`config.mk`:
```
export PLATFORM = sky130hd
export DESIGN_NAME = fetch_aligner
export DESIGN_NICKNAME = d
export VERILOG_FILES = /design/src/rtl/fetch_aligner_pkg.sv /design/src/rtl/fetch_aligner_halfword_queue.sv /design/src/rtl/fetch_aligner.sv
export SDC_FILE = /design/constraint.sdc
export NUM_CORES = 1
export LEC_CHECK = 0
export BUFFER_PORTS_ARGS = -buffer_cell sky130_fd_sc_hd__buf_2
export CORE_ASPECT_RATIO = 0.7
export CORE_MARGIN = 2
export CORE_UTILIZATION = 40
export DETAILED_ROUTE_END_ITERATION = 7
export PLACE_DENSITY = 0.74
export SYNTH_ARGS = -nofsm -noshare
export SYNTH_HDL_FRONTEND = slang
export SYNTH_HIERARCHICAL = 1
export SYNTH_SLANG_ARGS = --single-unit
```
`constraint.sdc`:
```
create_clock -name clk -period 3.4 [get_ports clk]
set_input_delay 0.34 -clock clk [delete_from_list [all_inputs] [get_ports clk]]
set_output_delay 0.34 -clock clk [all_outputs]
set_load 0.03 [all_outputs]
```
`src/rtl/fetch_aligner_pkg.sv`:
```
// Shared definitions for the instruction-fetch aligner: next-PC select codes,
// fetch FSM state encodings and the compressed-instruction test.
package fetch_aligner_pkg;

    localparam logic [1:0] PCSEL_PLUS4 = 2'b00;
    localparam logic [1:0] PCSEL_PLUS2 = 2'b01;
    localparam logic [1:0] PCSEL_REDIR = 2'b10;

    typedef logic [1:0] state_t;

    localparam state_t ST_FETCH = 2'd0;
    localparam state_t ST_WAIT  = 2'd1;
    localparam state_t ST_KILL  = 2'd2;

    // Any low-bit pattern other than 2'b11 marks a 16-bit instruction.
    function automatic logic is_compressed(input logic [15:0] halfword);
        return halfword[1:0] != 2'b11;
    endfunction

endpackage

```
`src/rtl/fetch_aligner_halfword_queue.sv`:
```
// Four-entry circular buffer of 16-bit halfwords. Accepts a full word or only
// its upper half, and releases one or two halfwords from the head per cycle.
module halfword_queue (
    input  logic        clk,
    input  logic        rst,
    input  logic        flush,
    input  logic        push2,
    input  logic        push_hi,
    input  logic [31:0] wdata,
    input  logic        pop1,
    input  logic        pop2,
    output logic [15:0] entry0,
    output logic [15:0] entry1,
    output logic [2:0]  count
);

    logic [15:0] slots [4];
    logic [1:0]  head;
    logic [1:0]  tail;
    logic [2:0]  push_n;
    logic [2:0]  pop_n;

    assign tail   = head + count[1:0];
    assign push_n = push2 ? 3'd2 : (push_hi ? 3'd1 : 3'd0);
    assign pop_n  = pop2 ? 3'd2 : (pop1 ? 3'd1 : 3'd0);
    assign entry0 = slots[head];
    assign entry1 = slots[head + 2'd1];

    // Push and pop may coincide; the count nets the two. Flush wins over both.
    always_ff @(posedge clk or posedge rst) begin
        if (rst) begin
            head  <= '0;
            count <= '0;
            for (int i = 0; i < 4; i++) begin
                slots[i] <= '0;
            end
        end else if (flush) begin
            count <= '0;
        end else begin
            if (push2) begin
                slots[tail]        <= wdata[15:0];
                slots[tail + 2'd1] <= wdata[31:16];
            end else if (push_hi) begin
                slots[tail] <= wdata[31:16];
            end
            head  <= head + pop_n[1:0];
            count <= count + push_n - pop_n;
        end
    end

endmodule

```
`src/rtl/fetch_aligner.sv`:
```
// Instruction-fetch front end: word fetches into a halfword queue, presenting
// one aligned 16- or 32-bit instruction per handshake plus the next-PC select.
module fetch_aligner
    import fetch_aligner_pkg::*;
#(
    parameter logic [31:0] RESET_PC = 32'h0000_0000
) (
    input  logic        clk,
    input  logic        rst,
    output logic        mem_req,
    output logic [31:0] mem_addr,
    input  logic [31:0] mem_rdata,
    input  logic        mem_valid,
    input  logic        redirect,
    input  logic [31:0] redirect_pc,
    output logic        inst_valid,
    input  logic        inst_ready,
    output logic [31:0] inst_out,
    output logic [31:0] inst_pc,
    output logic        inst_compressed,
    output logic [1:0]  pc_sel
);

    state_t      state;
    logic [31:0] fetch_addr;
    logic [31:0] head_pc;
    logic        drop_first;
    logic [15:0] entry0;
    logic [15:0] entry1;
    logic [2:0]  count;
    logic        head_comp;
    logic        accept;
    logic        push_any;
    logic        outstanding;
    logic [31:0] redirect_word;

    halfword_queue u_queue (
        .clk    (clk),
        .rst    (rst),
        .flush  (redirect),
        .push2  (push_any && !drop_first),
        .push_hi(push_any && drop_first),
        .wdata  (mem_rdata),
        .pop1   (accept && head_comp),
        .pop2   (accept && !head_comp),
        .entry0 (entry0),
        .entry1 (entry1),
        .count  (count)
    );

    assign head_comp     = is_compressed(entry0);
    assign inst_valid    = !redirect && (((count != 3'd0) && head_comp) ||
                                         ((count >= 3'd2) && !head_comp));
    assign inst_compressed = inst_valid && head_comp;
    assign inst_out      = !inst_valid ? 32'h0 :
                           head_comp   ? {16'h0, entry0} : {entry1, entry0};
    assign inst_pc       = head_pc;
    assign accept        = inst_valid && inst_ready;
    assign push_any      = (state == ST_WAIT) && mem_valid && !redirect;
    assign outstanding   = ((state == ST_WAIT) || (state == ST_KILL)) && !mem_valid;
    assign redirect_word = {redirect_pc[31:2], 2'b00};

    always_comb begin
        pc_sel = PCSEL_PLUS4;
        if (redirect) begin
            pc_sel = PCSEL_REDIR;
        end else if (inst_valid && head_comp) begin
            pc_sel = PCSEL_PLUS2;
        end
    end

    // A redirect with nothing in flight issues its fetch at once, so the new
    // address reaches memory the cycle after the redirect.
    always_ff @(posedge clk or posedge rst) begin
        if (rst) begin
            state      <= ST_FETCH;
            fetch_addr <= {RESET_PC[31:2], 2'b00};
            head_pc    <= RESET_PC;
            drop_first <= RESET_PC[1];
            mem_req    <= 1'b0;
            mem_addr   <= {RESET_PC[31:2], 2'b00};
        end else begin
            mem_req <= 1'b0;
            if (redirect) begin
                head_pc    <= {redirect_pc[31:1], 1'b0};
                drop_first <= redirect_pc[1];
                fetch_addr <= redirect_word;
                if (outstanding) begin
                    state <= ST_KILL;
                end else begin
                    state    <= ST_WAIT;
                    mem_req  <= 1'b1;
                    mem_addr <= redirect_word;
                end
            end else begin
                if (accept) begin
                    head_pc <= head_pc + (head_comp ? 32'd2 : 32'd4);
                end
                case (state)
                    ST_FETCH: begin
                        if (count <= 3'd2) begin
                            mem_req  <= 1'b1;
                            mem_addr <= fetch_addr;
                            state    <= ST_WAIT;
                        end
                    end
                    ST_WAIT: begin
                        if (mem_valid) begin
                            fetch_addr <= fetch_addr + 32'd4;
                            drop_first <= 1'b0;
                            state      <= ST_FETCH;
                        end
                    end
                    ST_KILL: begin
                        if (mem_valid) begin
                            state <= ST_FETCH;
                        end
                    end
                    default: state <= ST_FETCH;
                endcase
            end
        end
    end

endmodule

```
==> impl_metrics.csv, run 1 <==
group,metric,value,unit
global_routing,grt_max_degree,108,
timing,min_period,3.19,ns
synthesis,synth_top_area_cell,"dfrtp_1",
global_routing,grt_pass1_vias,8795,
clocking,path_clk_slew,0.07,ns
synthesis,ys_top_cells_by_area,"dfrtp_1, mux4_2, mux2_2, a21oi_1, nand3b_1",
clocking,numClockSinks,165,
floorplan,die_w,201,um
synthesis,synth_fa_ha_area_share,2.20,%
layout,nets,1307,
floorplan,core_area,26700,um^2
synthesis,synth_top_area_share,38.1,%
pwr,p_per_area,888,nW/um^2
floorplan,die_h,142,um
floorplan,dieArea,28500,um^2
synthesis,synth-compound-area-share,14.4,%
critical_path,crit_chain,"mux4_2, and2_1, inv_1, ha_1, ha_1, a31o_2, o311ai_4, nor4_2, a31o_2, a31oi_1",
synthesis,synth_edf_count,0,
clocking,cts_setup_buffers,0,
global_routing,gr-usage-all-layers,22.4,%
placed_design,dpl_cell_area,11900,um^2
layout,fin_area,12500,um^2
run_status,run_status,"finished clean",
critical_path,end_kind,"register",
floorplan,fp-row-count,50,
synthesis,syn-num-nets,1180,
critical_path,cp-startpoint,"u_queue/head[1]",
synthesis,synthCells,1094,
placed_design,portBuffers,167,
layout,diodes,0,
detailed_routing,num_vias,9310,
detailed_routing,drt_iter0_drc,808,
job,drv_cap,0,
synthesis,synth.area.mux_share,15.6,%
timing,max_clock_freq,0.313,GHz
timing,slew_violations,0,
critical_path,critPathMaxFanout,15,
placed_design,gp_congestion,0.825,
critical_path,cp_slowest_cell,"mux4_2",
synthesis,ys_async_sr_fraction,100,%
global_routing,overflow,0,
critical_path,reg2reg_depth,10,
timing,slew-limit-headroom,35.2,%
clocking,clkLatencyLatePin,0.44,ns
clocking,clockBufferDepth,2,
clocking,numCtsBuffers,17,
min_path,hold_path_depth,2,
timing,worst_pin_slew,0.964,ns
timing,post-route-period-util,93.9,%
critical_path,worstPathArrival,3.47,ns
clocking,htree_levels,4,
synthesis,synth_seq_area_share,38.1,%
clocking,root_buffer,"clkbuf_16",
detailed_routing,wirelength,32.1,mm
timing,setup-tns-final,0,ns
critical_path,critical_path_class,"register to register",
pwr,p_leak,0.00541,uW
critical_path,crit_path_max_incr_delay,0.60,ns
detailed_routing,ant_nets,0,
floorplan,io_pins,170,
detailed_routing,wire_per_inst,20.1,um
synthesis,yosys.area_share.xor_xnor,4.36,%
timing,skew,0.0131,ns
floorplan,start_util,40.6,%
timing,hold_violations,0,
layout,drive_gt1_share,28.9,%
synthesis,synth_simple_gate_area_share,19.9,%
critical_path,critPathRequiredTime,3.68,ns
pwr,worst_ir_drop_vdd,505,uV
critical_path,r2r_start,"u_queue/head[1]",
placed_design,dp_hpwl,22.1,mm
min_path,worstHoldStart,"redirect_pc[12]",
synthesis,synth_area,10800,um^2
detailed_routing,drc,0,
synthesis,yosysWarnings,6,
synthesis,synth_cell_type_count,66,
min_path,hold_class,"input port to register",
timing,setup_viol,0,
synthesis,synth_top_family_by_area,"simple AND/OR/NAND/NOR gates",
layout,fill_cells,2479,
timing,rsz0062_at_grt,"false",
global_routing,grt_pass1_wl,50.2,mm
global_routing,antenna_found_initial,1,
synthesis,ys.flop_type,"dfrtp_1",
critical_path,cp-start-kind,"register",
layout,syn_to_final_growth,15.5,%
detailed_routing,viasPerCell,5.83,
clocking,cts_tree,"yes",
detailed_routing,firstDrtPassIters,6,
synthesis,syn_avg_cell_area,9.92,um^2
synthesis,synth_seq_cells,165,
cells by family after synthesis:
kind of cell,after synthesis
xor gates and xnor gates,54
and+or+nand+nor,372
AOI/OAI and AO/OA,251
buffers and inverters,111
muxes,122
other,1
DFF,165
adders and majority gates,18
report_power, final:
group | internal, uW | leakage, uW | total [uW] | switching [uW]
logic | 2270 | 0.00311 | 5940 | 3670
registers | 2620 | 0.00202 | 3180 | 561
clock network | 1070 | 0.000283 | 2010 | 939
timing repair:
| action | CTS | global route |
|---|---|---|
| endpoints found under the setup margin | 0 | 1 |
| endpoints found under the hold margin | 14 | 0 |
| hold buffers | 1 | 0 |
| gates resized for setup | 0 | 1 |
synth_stat cells, types with 29 or more instances:
library cell / n
nand3_1: 45
nand3b_1: 46
dfrtp_1: 165
nor2_1: 29
mux2_2: 59
o21ai_0: 44
mux4_2: 32
xnor2_1: 34
and3_1: 29
a21oi_1: 100
clkbuf_1: 38
nand2_1: 89
mux2i_1: 31
layout by cell type, fill, tap and decap left out, drive strengths merged, types with 22 or more instances in the layout:
cell type	n
nand3b	46
nand2	89
dfrtp	165
a31oi	28
a21boi	30
xnor2	34
and2	22
nand3	47
a21oi	102
mux2i	31
inv	27
nand4	26
nor2	30
buf	198
mux4	32
mux2	59
and3	29
o21ai	46
through the flow:
| step | cells | hold slack, ns | util (%) | setup slack [ns] | total power (uW) |
|---|---|---|---|---|---|
| detailed placement | 1565 | 0.351 | 44.6 | 0.136 | 9060 |
| global route | 1598 | 0.149 | 46.9 | 0.0910 | 11800 |
| global placement | 1565 | 0.357 | 44.6 | 0.243 | 8830 |
| floorplan | 1094 | 0.474 | - | 0.159 | 7450 |
| CTS | 1598 | 0.152 | 46.9 | 0.118 | 11100 |
| finish | 1598 | 0.169 | 46.9 | 0.208 | 11100 |
final timing paths:
kind / end / slack, ns
worst max-delay path: inst_pc[31] / 0.21
worst min-delay path: inst_pc[12] / 0.17
worst max register to register: inst_pc[31] / 0.21
worst min register to register: mem_addr[31] / 0.48
max in group asynchronous: fetch_addr[3] / 1.95
min in group asynchronous: u_queue/slots[20] / 0.44
state kept, by name, indices dropped and copies added (netlist names):
| register | count |
|---|---|
| mem_req | 1 |
| inst_pc | 31 |
| u_queue/slots | 64 |
| state | 2 |
| fetch_addr | 30 |
| u_queue/count | 3 |
| u_queue/head | 2 |
| drop_first | 1 |
| mem_addr | 31 |
per-layer routing:
layer | track usage [%] | vias up | share of wire (%)
li1 | - | 4263 | -
met2 | 32.3 | 369 | 43
met5 | 0 | - | 0.050
met1 | 33.1 | 4629 | 47
met4 | 7.99 | 2 | 2.3
met3 | 4.94 | 47 | 7.5
worst max-delay path, delay by kind of cell (launching register included):
kind | cells | cell delay (ns)
multiplexers | 1 | 0.60
AND/OR/NAND/NOR | 2 | 0.82
AO/OA/AOI/OAI | 4 | 0.68
adder cells (fa/ha/maj) | 2 | 0.35
flip-flops | 1 | 0.47
buffers and inverters | 1 | 0.11
final cells by class:
type / count / area [um^2] / share of cell area [%]
Timing Repair Buffer: 199 / 1090 / 8.73
Sequential cell: 165 / 4130 / 33.0
Multi-Input combinational cell: 818 / 6170 / 49.2
Inverter: 20 / 77.6 / 0.619
Clock inverter: 14 / 164 / 1.31
Clock buffer: 18 / 439 / 3.51
Tap cell: 364 / 455 / 3.64
Power figures use the tool's default switching activity.
==> run 2, diff against run 1 <==
--- a/config.mk
+++ b/config.mk
@@ -5,12 +5,13 @@
 export SDC_FILE = /design/constraint.sdc
 export NUM_CORES = 1
 export LEC_CHECK = 0
-export BUFFER_PORTS_ARGS = -buffer_cell sky130_fd_sc_hd__buf_2
 export CORE_ASPECT_RATIO = 0.7
 export CORE_MARGIN = 2
 export CORE_UTILIZATION = 40
 export DETAILED_ROUTE_END_ITERATION = 7
-export PLACE_DENSITY = 0.74
+export DONT_BUFFER_PORTS = 1
+export GPL_TIMING_DRIVEN = 0
+export PLACE_DENSITY = 0.68
 export SYNTH_ARGS = -nofsm -noshare
 export SYNTH_HDL_FRONTEND = slang
 export SYNTH_HIERARCHICAL = 1
==> run 2 against run 1 <==
Clock skew shrank 0.00083 ns. Via count grew 0.56%. Sequential share of layout area grew 1.1 points. Wire length grew 15%. First-iteration DRC count grew 28%. Cell count shrank 5.9%. Die area is the same. Critical path depth shrank 3. Core utilization shrank 1.6 points. Sequential cell count is the same.
==> impl_metrics.csv, run 2 (synthesis results as in run 1) <==
group,metric,value,unit
layout,diodes,0,
min_path,min_to,"inst_pc[15]",
pwr,p_per_area,943,nW/um^2
critical_path,r2r_end,"u_queue/count[2]",
pwr,p_leak,0.00493,uW
detailed_routing,wire_per_inst,24.6,um
run_status,run_status,"finished clean",
floorplan,fp-row-count,50,
floorplan,io_pins,170,
clocking,clockBufferDepth,2,
timing,slew_violations,0,
job,drv_cap,0,
critical_path,crit_chain,"buf_6, mux4_2, a21boi_4, nor3_2, nor2_2, clkbuf_2, and3_1",
detailed_routing,num_vias,9362,
detailed_routing,viasPerCell,6.22,
floorplan,dieArea,28500,um^2
pwr,worst_ir_drop_vdd,489,uV
min_path,hold_class,"input port to register",
critical_path,cp-start-kind,"register",
clocking,path_clk_slew,0.07,ns
timing,worst_pin_slew,1.03,ns
global_routing,grt_pass1_wl,56.2,mm
timing,setup_viol,0,
timing,post-route-period-util,94.9,%
timing,skew,0.0123,ns
placed_design,gp_congestion,0.941,
layout,largest_register_ffs,64,
floorplan,start_util,40.6,%
placed_design,portBuffers,0,
critical_path,critical_path_class,"register to output pin",
critical_path,end_kind,"output pin",
critical_path,cp_slowest_cell,"mux4_2",
critical_path,crit_path_max_incr_delay,0.56,ns
pwr,p_total,11400,uW
min_path,hold_path_depth,1,
global_routing,grt_pass1_vias,9068,
clocking,cts_tree,"yes",
timing,min_period,3.23,ns
critical_path,reg2reg_depth,13,
critical_path,r2r_start,"u_queue/head[1]",
layout,syn_to_final_growth,11.5,%
timing,hold_violations,0,
clocking,clkLatencyLatePin,0.45,ns
layout,utilization,45.3,%
global_routing,grt_max_degree,70,
layout,drive_gt1_share,21.0,%
clocking,root_buffer,"clkbuf_16",
critical_path,rrSetupSlack,0.21,ns
placed_design,dp_hpwl,27.2,mm
clocking,numCtsBuffers,17,
critical_path,critPathRequiredTime,3.06,ns
critical_path,worstPathArrival,2.89,ns
layout,nets,1213,
layout,mostFrequentLayoutCell,"dfrtp_1",
layout,regMostFlops,"u_queue/slots",
timing,max_clock_freq,0.310,GHz
critical_path,worst-path-buf-inv,2,
global_routing,gr-usage-all-layers,26.2,%
global_routing,antenna_found_initial,1,
detailed_routing,drc,0,
timing,slew-limit-headroom,30.5,%
global_routing,overflow,0,
layout,mostFrequentLayoutCells,"dfrtp_1, a21oi_1, nand2_1",
detailed_routing,firstDrtPassIters,6,
timing,rsz0062_at_grt,"false",
critical_path,critPathTopFamily,"simple AND/OR/NAND/NOR gates",
critical_path,critPathMaxFanout,10,
clocking,numClockSinks,165,
detailed_routing,wirelength,37.0,mm
floorplan,core_area,26700,um^2
min_path,worstHoldStart,"redirect_pc[15]",
floorplan,die_h,142,um
floorplan,die_w,201,um
detailed_routing,ant_nets,0,
detailed_routing,drt_iter0_drc,1037,
clocking,htree_levels,4,
run 2: cell types whose count changed in the layout (fill, tap and decap cells not counted), moves of 4 or more:
| cell | change |
|---|---|
| clkbuf_2 | +6 |
| clkbuf_1 | +33 |
| buf_2 | -146 |
| inv_8 | -4 |
| buf_1 | +4 |
| buf_6 | +15 |
| buf_4 | -7 |
| and2_2 | +8 |
| and2_1 | -10 |
run 2: where the power goes:
part | switching (uW) | total, uW | internal [uW] | leakage [uW]
logic | 3570 | 5870 | 2300 | 0.00265
registers | 1080 | 3700 | 2620 | 0.00202
clock network | 887 | 1850 | 962 | 0.000253
total | 5540 | 11400 | 5880 | 0.00493
run 2: area by class of cell:
cell class	count	area, um^2
multi-input combinational	818	6210
sequential	165	4130
fill	2493	14600
timing repair buffer	15	135
clock inverter	13	100
inverter	20	80.1
tap	364	455
clock buffer	19	443
buffer	90	551
run 2: how the worst max path moves through the flow:
stage / startpoint / endpoint / cells past startpoint
final: u_queue/head[1] / inst_out[20] / 7
after floorplan: u_queue/head[0] / u_queue/count[2] / 14
after detailed placement: redirect / u_queue/count[2] / 12
after global placement: redirect / u_queue/count[2] / 12
after CTS: u_queue/head[0] / u_queue/count[2] / 14
after global routing: u_queue/head[1] / u_queue/count[2] / 13
run 2: per-stage QoR:
| step | instances | setup TNS [ns] | instance area [um^2] | hold slack (ns) | worst slack (ns) |
|---|---|---|---|---|---|
| 2_1_floorplan | 1094 | 0 | 10900 | 0.474 | 0.159 |
| 3_5_place_dp | 1459 | -5.42 | 11300 | 0.301 | -0.719 |
| 6_report | 1504 | 0 | 12100 | 0.0423 | 0.175 |
| 4_1_cts | 1495 | 0 | 12000 | 0.0206 | 0.0176 |
| 3_3_place_gp | 1458 | -59.71 | 11300 | 0.486 | -0.681 |
| 5_1_grt | 1504 | 0 | 12100 | 0.0231 | 0.0298 |
run 2: metal layers:
metal | vias up | share of wire, % | global-route usage [%] | wire length, um
li1 | 4059 | - | - | -
met3 | 55 | 13 | 9.74 | 4950
met4 | 2 | 2.3 | 9.51 | 847
met1 | 4698 | 45 | 39.3 | 16600
met5 | - | 0.035 | 0 | 13
met2 | 548 | 39 | 33.6 | 14500
run 2: repair_timing:
item,4_1_cts,5_1_grt
hold buffers,1,0
pin swaps,2,6
setup buffers,3,10
endpoints found under the setup margin,51,30
resized for setup,29,11
hold endpoints to repair,61,0
run 2: worst register-to-register path, cell delays in order, from the launching register on:
cell,delay [ns]
dfrtp_1,0.34
buf_6,0.11
mux4_2,0.57
and2_4,0.20
buf_6,0.14
nor3_4,0.44
and2_4,0.26
nand2b_4,0.07
xnor2_2,0.13
ha_2,0.18
inv_1,0.04
fa_1,0.37
xnor2_1,0.15
nor2_1,0.06
==> run 3, diff against run 2 <==
--- a/config.mk
+++ b/config.mk
@@ -6,13 +6,14 @@
 export NUM_CORES = 1
 export LEC_CHECK = 0
 export CORE_ASPECT_RATIO = 0.7
-export CORE_MARGIN = 2
+export CORE_MARGIN = 5
 export CORE_UTILIZATION = 40
 export DETAILED_ROUTE_END_ITERATION = 7
 export DONT_BUFFER_PORTS = 1
 export GPL_TIMING_DRIVEN = 0
-export PLACE_DENSITY = 0.68
+export PLACE_DENSITY = 0.66
 export SYNTH_ARGS = -nofsm -noshare
 export SYNTH_HDL_FRONTEND = slang
 export SYNTH_HIERARCHICAL = 1
 export SYNTH_SLANG_ARGS = --single-unit
+export TNS_END_PERCENT = 1
==> run 3 against run 2 <==
Global-route usage shrank 0.79 points. Final area rose by 0.19%. Worst setup slack got worse by 0.082 ns. Largest power group unchanged. Die area up 7.3%. Power is 1.2% higher. Sequential power about the same. Maximum frequency is 2.5% lower. First-iteration DRC count increased by 0.87%. Count of clock-buffer cells in the layout is 2 lower. Sequential share of layout area fell by 0.063 points. Critical path depth grew 1.
==> impl_metrics.csv, run 3 (synthesis results as in run 1) <==
group,metric,value,unit
timing,setup_viol,0,
global_routing,grt_pass1_vias,9115,
timing,hold_violations,0,
global_routing,gr-usage-all-layers,25.4,%
critical_path,reg2reg_depth,13,
timing,worst_pin_slew,1.05,ns
run_status,run_status,"finished clean",
clocking,root_buffer,"clkbuf_16",
global_routing,antenna_found_initial,2,
floorplan,die_h,148,um
pwr,p_per_area,953,nW/um^2
critical_path,r2r_start,"u_queue/head[0]",
pwr,switching_share,48.9,%
min_path,hold_class,"input port to register",
floorplan,die_w,207,um
global_routing,overflow,0,
timing,slew-limit-headroom,29.7,%
clocking,numCtsBuffers,17,
clocking,clkLatencyLatePin,0.46,ns
critical_path,critical_path_class,"register to output pin",
detailed_routing,drt_iter0_drc,1046,
floorplan,io_pins,170,
detailed_routing,viasPerCell,6.22,
critical_path,cp-start-kind,"register",
global_routing,grt_max_degree,71,
floorplan,start_util,40.6,%
clocking,clockBufferDepth,2,
min_path,worstHoldStart,"redirect_pc[6]",
timing,max_clock_freq,0.302,GHz
layout,nets,1209,
layout,regMostFlops,"u_queue/slots",
placed_design,portBuffers,0,
clocking,cts_tree,"yes",
clocking,numClockSinks,165,
detailed_routing,drc,0,
critical_path,critPathRequiredTime,3.06,ns
clocking,htree_levels,4,
timing,skew,0.0180,ns
critical_path,cp-startpoint,"u_queue/head[0]",
detailed_routing,wire_per_inst,26.0,um
critical_path,critPathMaxFanout,10,
layout,syn_to_final_growth,11.8,%
placed_design,gp_congestion,0.999,
clocking,path_clk_slew,0.08,ns
layout,mostFrequentLayoutCell,"dfrtp_1",
critical_path,worstPathArrival,2.97,ns
pwr,p_comb_share,50.7,%
critical_path,r2r_end,"inst_pc[31]",
detailed_routing,wirelength,39.0,mm
timing,post-route-period-util,97.3,%
global_routing,grt_pass1_wl,58.3,mm
timing,slew_violations,0,
pwr,p_int,5900,uW
layout,fill_cells,2549,
critical_path,rrSetupSlack,0.15,ns
pwr,power_switching,5650,uW
pwr,p_total,11600,uW
critical_path,end_kind,"output pin",
layout,fin_area,12100,um^2
placed_design,dpl_cell_area,11400,um^2
timing,min_period,3.31,ns
floorplan,fp-row-count,50,
layout,largest_register_ffs,64,
layout,mostFrequentLayoutCells,"dfrtp_1, a21oi_1, nand2_1",
detailed_routing,ant_nets,0,
job,drv_cap,0,
floorplan,core_area,26700,um^2
detailed_routing,firstDrtPassIters,5,
min_path,min_to,"inst_pc[6]",
pwr,clockPowerShare,17.3,%
pwr,p_leak,0.00494,uW
pwr,worst_ir_drop_vdd,463,uV
floorplan,dieArea,30600,um^2
layout,drive_gt1_share,20.2,%
pwr,seqPwrFrac,32.0,%
min_path,hold_path_depth,1,
detailed_routing,num_vias,9329,
placed_design,dp_hpwl,28.6,mm
[run 3: per-layer routing]
layer  vias to the layer above  GRT usage (%)  share of wire, %
li1                       4064              -                 -
met3                        62           9.06                12
met2                       529           34.0                40
met4                         2           7.33               2.4
met1                      4672           38.3                45
met5                         -              0             0.033
[run 3: critical path, stage by stage (launching register included)]
cell	delay [ns]
dfrtp_1	0.40
buf_6	0.15
buf_12	0.15
mux4_2	0.36
a21boi_4	0.24
nor3_2	0.11
nor2_2	0.28
clkbuf_4	0.43
and2_1	0.39
[run 3: final cells by class]
class | instances | area (um^2) | share of cell area, %
Antenna cell | 1 | 2.50 | 0.0206
Buffer | 91 | 556 | 4.58
Clock buffer | 17 | 425 | 3.51
Clock inverter | 15 | 164 | 1.35
Inverter | 20 | 80.1 | 0.661
Multi-Input combinational cell | 818 | 6190 | 51.1
Sequential cell | 165 | 4130 | 34.1
Tap cell | 364 | 455 | 3.76
Timing Repair Buffer | 10 | 118 | 0.970
[run 3: repair_timing]
item / in CTS / in global routing
setup buffers: 1 / 6
pin swaps: 2 / 5
setup endpoints to repair: 51 / 41
gates resized for setup: 19 / 13
hold endpoints to repair: 51 / 0
hold buffers: 1 / 0
[run 3: worst max-delay path by stage]
stage	endpoint	cells after the start
2_1_floorplan	u_queue/count[2]	14
3_3_place_gp	u_queue/count[2]	12
3_5_place_dp	u_queue/count[2]	12
4_1_cts	u_queue/count[2]	14
5_1_grt	u_queue/count[2]	14
6_report	inst_out[15]	8
[run 3: power groups by stage]
stage | clock network, uW | logic, uW | registers, uW
global route | 2110 | 6270 | 3790
global placement | 0 | 5410 | 3690
detailed placement | 0 | 5500 | 3720
finish | 2000 | 5860 | 3700
floorplan | 0 | 3970 | 3480
CTS | 2030 | 5590 | 3690
[run 3: per-stage QoR]
stage	cells	setup WS, ns	util (%)	hold slack [ns]	setup TNS (ns)
finish	1501	0.0928	45.4	0.0302	0
global route	1500	-0.0139	45.4	0.00757	-0.0369
CTS	1494	-0.0309	45.0	0.0119	-0.0309
detailed placement	1460	-0.741	42.6	0.220	-7.01
global placement	1458	-0.706	42.3	0.487	-64.15
floorplan	1094	0.159	-	0.474	0
